--- src/rtl/dsp_frame_packer.sv ---
// Packs blocks of N complex samples into {header, N sample words, [checksum]} 32-bit frames behind a small input FIFO.
// Optional trailer checksum controlled by FRAME_CHECKSUM_EN; one word/cycle, out_* held stable while out_ready is low.
module dsp_frame_packer #(
  parameter int DATA_WIDTH = 12,
  parameter int N          = 16,
  parameter int FIFO_DEPTH = 4
) (
  input  logic                  clk,
  input  logic                  reset,
  input  logic [DATA_WIDTH-1:0] dma_real,
  input  logic [DATA_WIDTH-1:0] dma_imag,
  input  logic                  dma_valid,
  output logic                  dma_ack,
  output logic [31:0]           out_data,
  output logic                  out_valid,
  input  logic                  out_ready,
  output logic                  out_last,
  output logic                  busy
);

  localparam int AW = (FIFO_DEPTH > 1) ? $clog2(FIFO_DEPTH) : 1;
  localparam int CW = $clog2(N);
  localparam logic [CW-1:0] LAST_IDX = CW'(N - 1);
  localparam logic [AW:0]   FULL_CNT = (AW + 1)'(FIFO_DEPTH);

  typedef enum logic [1:0] {
    IDLE,
    HEADER,
`ifdef FRAME_CHECKSUM_EN
    DATA,
    TRAILER
`else
    DATA
`endif
  } state_t;

  state_t          state_q;
  logic [7:0]      seq_q;
  logic [CW-1:0]   cnt_q;
`ifdef FRAME_CHECKSUM_EN
  logic [31:0]     csum_q;
`endif

  logic [31:0]     mem_q [FIFO_DEPTH];
  logic [AW-1:0]   wr_ptr_q, rd_ptr_q;
  logic [AW:0]     count_q;
  logic            rdy_q;

  logic            push, pop, fifo_nempty;
  logic [31:0]     fifo_head, sample_word;

  assign sample_word = {16'($signed(dma_real)), 16'($signed(dma_imag))};
  assign fifo_nempty = (count_q != '0);
  assign fifo_head   = mem_q[rd_ptr_q];

  // rdy_q keeps ack low during reset and for the first edge afterwards.
  assign dma_ack = rdy_q && (count_q != FULL_CNT);
  assign push    = dma_valid && dma_ack;
  assign pop     = (state_q == DATA) && fifo_nempty && out_ready;
  assign busy    = (state_q != IDLE);

  always_ff @(posedge clk or posedge reset) begin
    if (reset) begin
      wr_ptr_q <= '0;
      rd_ptr_q <= '0;
      count_q  <= '0;
      rdy_q    <= 1'b0;
    end else begin
      rdy_q <= 1'b1;
      if (push) wr_ptr_q <= wr_ptr_q + 1'b1;
      if (pop)  rd_ptr_q <= rd_ptr_q + 1'b1;
      case ({push, pop})
        2'b10:   count_q <= count_q + 1'b1;
        2'b01:   count_q <= count_q - 1'b1;
        default: count_q <= count_q;
      endcase
    end
  end

  always_ff @(posedge clk) begin
    if (push) mem_q[wr_ptr_q] <= sample_word;
  end

  always_ff @(posedge clk or posedge reset) begin
    if (reset) begin
      state_q <= IDLE;
      seq_q   <= '0;
      cnt_q   <= '0;
`ifdef FRAME_CHECKSUM_EN
      csum_q  <= '0;
`endif
    end else begin
      case (state_q)
        IDLE: if (fifo_nempty) state_q <= HEADER;
        HEADER: if (out_ready) begin
          cnt_q   <= '0;
`ifdef FRAME_CHECKSUM_EN
          csum_q  <= '0;
`endif
          state_q <= DATA;
        end
        DATA: if (pop) begin
          cnt_q <= cnt_q + 1'b1;
`ifdef FRAME_CHECKSUM_EN
          csum_q <= csum_q ^ fifo_head;
          if (cnt_q == LAST_IDX) state_q <= TRAILER;
`else
          if (cnt_q == LAST_IDX) begin
            state_q <= IDLE;
            seq_q   <= seq_q + 8'd1;
          end
`endif
        end
`ifdef FRAME_CHECKSUM_EN
        TRAILER: if (out_ready) begin
          state_q <= IDLE;
          seq_q   <= seq_q + 8'd1;
        end
`endif
        default: state_q <= IDLE;
      endcase
    end
  end

  // Outputs are decoded from registered state and the FIFO head only.
  always_comb begin
    out_valid = 1'b0;
    out_data  = '0;
    out_last  = 1'b0;
    case (state_q)
      HEADER: begin
        out_valid = 1'b1;
        out_data  = {16'hA55A, seq_q, 8'(N - 1)};
      end
      DATA: begin
        out_valid = fifo_nempty;
        out_data  = fifo_head;
`ifndef FRAME_CHECKSUM_EN
        out_last  = (cnt_q == LAST_IDX);
`endif
      end
`ifdef FRAME_CHECKSUM_EN
      TRAILER: begin
        out_valid = 1'b1;
        out_data  = csum_q;
        out_last  = 1'b1;
      end
`endif
      default: ;
    endcase
  end

endmodule
--- config.mk ---
export PLATFORM = sky130hd
export DESIGN_NAME = dsp_frame_packer
export DESIGN_NICKNAME = d
export VERILOG_FILES = /design/src/rtl/dsp_frame_packer.sv
export SDC_FILE = /design/constraint.sdc
export NUM_CORES = 1
export LEC_CHECK = 0
export CAP_MARGIN = 20
export CORE_ASPECT_RATIO = 0.75
export CORE_MARGIN = 3
export CORE_UTILIZATION = 59
export CTS_BUF_LIST = sky130_fd_sc_hd__clkbuf_4 sky130_fd_sc_hd__clkbuf_8 sky130_fd_sc_hd__clkbuf_16
export DETAILED_ROUTE_END_ITERATION = 7
export PLACE_DENSITY_LB_ADDON = 0.12
export SLEW_MARGIN = 10
export SYNTH_ARGS = -nofsm -noshare
export SYNTH_HDL_FRONTEND = slang
export SYNTH_SLANG_ARGS = --single-unit
--- constraint.sdc ---
create_clock -name clk -period 5 [get_ports clk]
set_input_delay 1 -clock clk [delete_from_list [all_inputs] [get_ports clk]]
set_output_delay 1 -clock clk [all_outputs]
set_load 0.005 [all_outputs]
Yosys cells after proc, flatten, opt, wreduce, memory -nomap -nowiden:

Memories as Yosys holds them, arrays and structs flattened.
Index checks and enable logic that the tools add are counted.

* word-level logic and storage cells: 50
* bits of input ports: 28
* flip-flop bits (word level): 22
* output and inout bits: 36
* bits in writable memories: 128
* memories: 1

* $add $sub $neg: 6
* multiplexer cells: 14
* reduce and logical (&&, ||, !) cells: 12
* eq/ne operators: 10

Memories
* mem_q: depth 4, width 32, read ports 1, clocked after Yosys merged registers in 0, write ports 1, line 44 `logic [31:0] mem_q [FIFO_DEPTH];`

Operators by type and width (count)
* one-hot mux 32 bit (2 select lines): 1
* adder 8 x 1 -> 8 bit, second input constant: 1
* 2-to-1 mux 2 bit: 4
* 2-to-1 mux 4 bit: 2
* one-hot mux 4 bit (2 select lines): 1
* inequality test 2 bit, second input constant: 3
* one-hot mux 2 bit (3 select lines): 1
* one-hot mux 3 bit (2 select lines): 1
* AND reduction 3 bit: 2
* nonzero test 2 bit: 3
* adder 2 x 1 -> 2 bit, second input constant: 2
* adder 4 x 1 -> 4 bit, second input constant: 1
* equality test 2 x 1 -> 1 bit, second input constant: 2
* equality test 2 bit, second input constant: 2
* equality test 4 bit, second input constant: 1
* logical AND 1 bit: 4
* AND reduction 4 bit: 1
* adder 3 x 1 -> 3 bit, second input constant: 1
* 2-to-1 mux 1 bit: 3
* inequality test 3 bit, second input constant: 1
* nonzero test 3 bit: 1
* subtractor 3 x 1 -> 3 bit, second input constant: 1
* logical NOT 2 bit: 1
* inequality test 2 x 1 -> 1 bit, second input constant: 1
* one-hot mux 1 bit (2 select lines): 1

Logic depth before layout (Yosys ltp):

* depth in word-level cells: 5
* mapped depth: 11
* depth with buffers taken out: 10

Worst setup path after synthesis:

No wires, ideal clock.

* path kind: register -> output
* start point: reg state_q[0]
* end point: out out_data[31]
* required time: 4000 ps
* stages on the path, launching flop included: 9
* arrival: 1513 ps
* buffers on the path: 3
* path slack: 2487 ps
* cells stage by stage: dfrtp_1 -> inv_1 -> ha_1 -> buf_2 -> and2_1 -> clkbuf_1 -> and2_4 -> or2_1 -> buf_4

* cells in the longest elaborated chain, start to end: 2
* elaborated cells on any way between the ends: 3
* classes of those cells: 2 x eq/ne; 1 x mux

Ends and longest elaborated chain
* from (decl): line 37 `state_t state_q;`
* from (signal assigned): line 86 `state_q <= IDLE;`
* from (signal assigned): line 94 `IDLE: if (fifo_nempty) state_q <= HEADER;`
* from (signal assigned): line 100 `state_q <= DATA;`
* equality test 2 bit / equality test 2 x 1 -> 1 bit (equally long branches): line 130 `case (state_q)`
* one-hot mux 32 bit (2 select lines) (*): line 130
* to (decl): line 14 `output logic [31:0] out_data,`

Every way passes the cells marked *; elsewhere a longest branch is shown, timed or not.

Worst setup path after layout:

* start point: reg state_q[0]
* end point: out out_data[29]

Same word-level chain as after synthesis.

==> reports/qor.log <==
INFO  status         outcome=finished, final reports clean
INFO  cts            cts_max_path_buffers=2
INFO  floorplanning  floorplan.initialDensity=62.1%
INFO  timing         period_share=79.7%
INFO  synthesis      synth_enable_flop_cells=96
INFO  place          place.detailed.instances=449
INFO  timing         final_setup_fails=0
INFO  timing         worst_setup_margin=1020ps
INFO  timing         max_slew_margin=39.4%
INFO  detailed_routing drt-total-wl=9.72mm
INFO  hold_path      min_path_type=flip-flop to flip-flop
INFO  timing         timing.final.max_slew_violations=0
INFO  detailed_routing met2_wirelength=4.77mm
INFO  layout         fill_cells=453
INFO  layout         fin_cells=481
INFO  floorplanning  floorplan.die.height=85.7microns
INFO  cts            cts.reportedPaths.clkPinSlew=50ps
INFO  cts            cts-htree-levels=4
INFO  timing         finalCriticalPeriod=3980ps
INFO  detailed_routing vias=2728
INFO  detailed_routing remaining_drc_errors=0
INFO  critical_path  worst_setup_path_end_kind=primary output
INFO  place          placed_cell_area=5690squm
INFO  synthesis      netlist_top_cells_count=sky130_fd_sc_hd__edfxtp_1 (96), sky130_fd_sc_hd__nand2_1 (26), sky130_fd_sc_hd__dfrtp_1 (22), sky130_fd_sc_hd__mux4_2 (20), sky130_fd_sc_hd__and2_1 (16)
INFO  global_routing grt_pass1_vias=2779
INFO  cts            cts_post_setup_buffers_inserted=0
INFO  layout         insertedDiodeCount=0
INFO  synthesis      syn-mean-instance-area=17.1squm
INFO  synthesis      synth_cell_type_count=43
INFO  synthesis      cells_taking_the_most_area_after_synthesis=sky130_fd_sc_hd__edfxtp_1 (58%), sky130_fd_sc_hd__dfrtp_1 (11%), sky130_fd_sc_hd__mux4_2 (9.0%), sky130_fd_sc_hd__ha_1 (2.5%), sky130_fd_sc_hd__mux4_1 (2.1%)
INFO  run            drv_cap=0
INFO  synthesis      syn_area=5000squm
INFO  synthesis      post_synth_top_area_share=57.6%
INFO  critical_path  cp.arrival=2980ps
INFO  floorplanning  floorplan.core_area=8060squm
INFO  place          place_worst_setup_slack=1360ps
INFO  detailed_routing final_antenna_net_count=0
INFO  place          dp.final_hpwl=5.85mm
INFO  floorplanning  die_x=112microns
INFO  timing         final-hold-violation-count=0
INFO  timing         minimum_hold_slack=499ps
INFO  global_routing grt.overflow.total=0
INFO  global_routing grt_pass1_wl=15.4mm
INFO  cts            cts_root_buffer=sky130_fd_sc_hd__clkbuf_16
INFO  timing         setup-tns-final=0ps
INFO  layout         stdcell_area=6290squm
INFO  detailed_routing m1WireLength=4.07mm
INFO  synthesis      ys_dominant_reg_cell=sky130_fd_sc_hd__edfxtp_1
INFO  detailed_routing highest-signal-layer=met4
INFO  cts            cts_inserted_buffers=17
INFO  global_routing antenna_found_initial=0
INFO  pwr            leakagePower=2.38nW
INFO  pwr            power_density=559nW/um^2
INFO  place          place_congestion=0.762
INFO  detailed_routing detailroute.wirelength.met3=772microns
INFO  pwr            report.power.total=3.51mW
INFO  critical_path  cp_data_required_time=4000ps
INFO  cts            cts_tree=done
INFO  layout         final_core_util=78.1%
INFO  synthesis      synth_seq_area_share=68.7%
INFO  layout         fin_nets=402
INFO  floorplanning  placement_rows=28
INFO  cts            cts.repair.resized=0
INFO  pwr            max-vdd-ir-drop=0.000397V
INFO  synthesis      synth_top_area_cell=sky130_fd_sc_hd__edfxtp_1
INFO  cts            clock_sink_count=118
INFO  synthesis      mappedNetlistNets=332
INFO  floorplanning  die_area=9630squm
INFO  detailed_routing drt_iter0_drc=236
INFO  detailed_routing first_pass_iters=4
INFO  synthesis      synthesis.yosys.warnings=0
INFO  critical_path  worstPathMaxFanout=24
INFO  critical_path  worstSetupStartpointType=flip-flop
INFO  layout         layout_overhead_on_the_synthesized_area=25.8%
INFO  detailed_routing drt-vias-per-instance=5.67
INFO  place          buffer_ports.inserted=63
INFO  cts            clkLatencyLatePin=400ps
INFO  detailed_routing wire_per_inst=20.2microns
INFO  cts            postCtsHoldBufs=0
INFO  timing         unrepaired_setup_endpoints_after_global_routing=no
INFO  timing         clock.fmax=251MHz
INFO  timing         timing.clock.skew=6.07ps
INFO  synthesis      synthMostInstantiatedCell=sky130_fd_sc_hd__edfxtp_1
INFO  global_routing grt_start_max_net_pins=27
INFO  timing         worst-slew-pin-transition=909ps
INFO  global_routing grt_util_all_layers=22.0%
INFO  critical_path  timing.setup.critical_path_class=flip-flop to primary output
INFO  floorplanning  num_io_pins=64
INFO  synthesis      asyncSetResetFlopFracSynth=18.6%
INFO  synthesis      synth.ff_latch_count=118
INFO  synthesis      synthCells=293
INFO  layout         layout-drive-gt1-share=16.0%
[cells in the final DEF, fill, tap and decap left out, types with 4 or more instances in the layout]
master                             n
sky130_fd_sc_hd__ha_1             10
sky130_fd_sc_hd__clkbuf_16        17
sky130_fd_sc_hd__mux4_1            4
sky130_fd_sc_hd__and2_1           16
sky130_fd_sc_hd__nand3_1           9
sky130_fd_sc_hd__inv_1            14
sky130_fd_sc_hd__xor2_1            7
sky130_fd_sc_hd__edfxtp_1         96
sky130_fd_sc_hd__bufinv_16         4
sky130_fd_sc_hd__mux4_2           20
sky130_fd_sc_hd__a21o_1            5
sky130_fd_sc_hd__dfrtp_1          21
sky130_fd_sc_hd__clkdlybuf4s50_1  63
sky130_fd_sc_hd__nand2_1          26
sky130_fd_sc_hd__clkinv_1          5
sky130_fd_sc_hd__o21ai_0           4
sky130_fd_sc_hd__buf_4             5
sky130_fd_sc_hd__xnor2_1           6
[worst paths after layout]
path | cells past startpoint | start | slack, ps | to
worst max-delay path | 6 | state_q[0]$_DFFE_PP0P_ | 1020 | out_data[29]
worst min-delay path | 1 | seq_q[7]$_DFFE_PP0P_ | 500 | seq_q[7]$_DFFE_PP0P_
worst max register to register | 10 | state_q[0]$_DFFE_PP0P_ | 2430 | count_q[2]$_DFFE_PP0P_
worst min register to register | 1 | seq_q[7]$_DFFE_PP0P_ | 500 | seq_q[7]$_DFFE_PP0P_
max in group asynchronous | 2 | reset | 3320 | rd_ptr_q[0]$_DFFE_PP0P_
min in group asynchronous | 2 | reset | 1080 | wr_ptr_q[1]$_DFFE_PP0P_
[layout make-up]
type                       count  area (sq um)  share of cell area [%]
clock buffer                  19           440                    7.00
clock inverter                13           161                    2.57
inverter                      14          52.6                   0.835
multi-input combinational    144          1400                    22.3
sequential                   118          3430                    54.6
tap                          105           131                    2.09
timing repair buffer          68           668                    10.6
[sequential cells by signal, indices dropped and copies added, names as in the netlist]
register	cells
seq_q	8
wr_ptr_q	2
cnt_q	4
state_q	2
mem_q	96
count_q	3
rdy_q	1
rd_ptr_q	2
[kinds of logic after synthesis]
group,synth area share [%]
xor gates and xnor gates,2.28
DFF,68.7
and+or+nand+nor,7.31
AOI/OAI and AO/OA,3.40
buffers and inverters,3.33
other,0.0750
adders and majority gates,2.90
muxes,12.1
[report_power, final]
part	switching (mW)	total, mW	leakage, nW	internal, mW
logic	0.417	0.960	0.926	0.543
clock network	0.403	1.23	0.295	0.831
registers	0.120	1.32	1.15	1.20
total	0.940	3.51	2.38	2.57
[worst max-delay path: stages (launching register included)]
cell and delay, ps:
sky130_fd_sc_hd__dfrtp_1 370, sky130_fd_sc_hd__inv_1 100, sky130_fd_sc_hd__ha_1 380, sky130_fd_sc_hd__and2_1 790
sky130_fd_sc_hd__and2_4 310, sky130_fd_sc_hd__or2_1 120, sky130_fd_sc_hd__clkdlybuf4s50_1 500
[layer usage]
layer  vias up  track usage, %
li1       1245               -
met1      1359            31.5
met2       116            32.5
met3         8            6.70
met4         0            8.52
met5         -               0
Note: power is estimated with default switching activity, not from simulation.
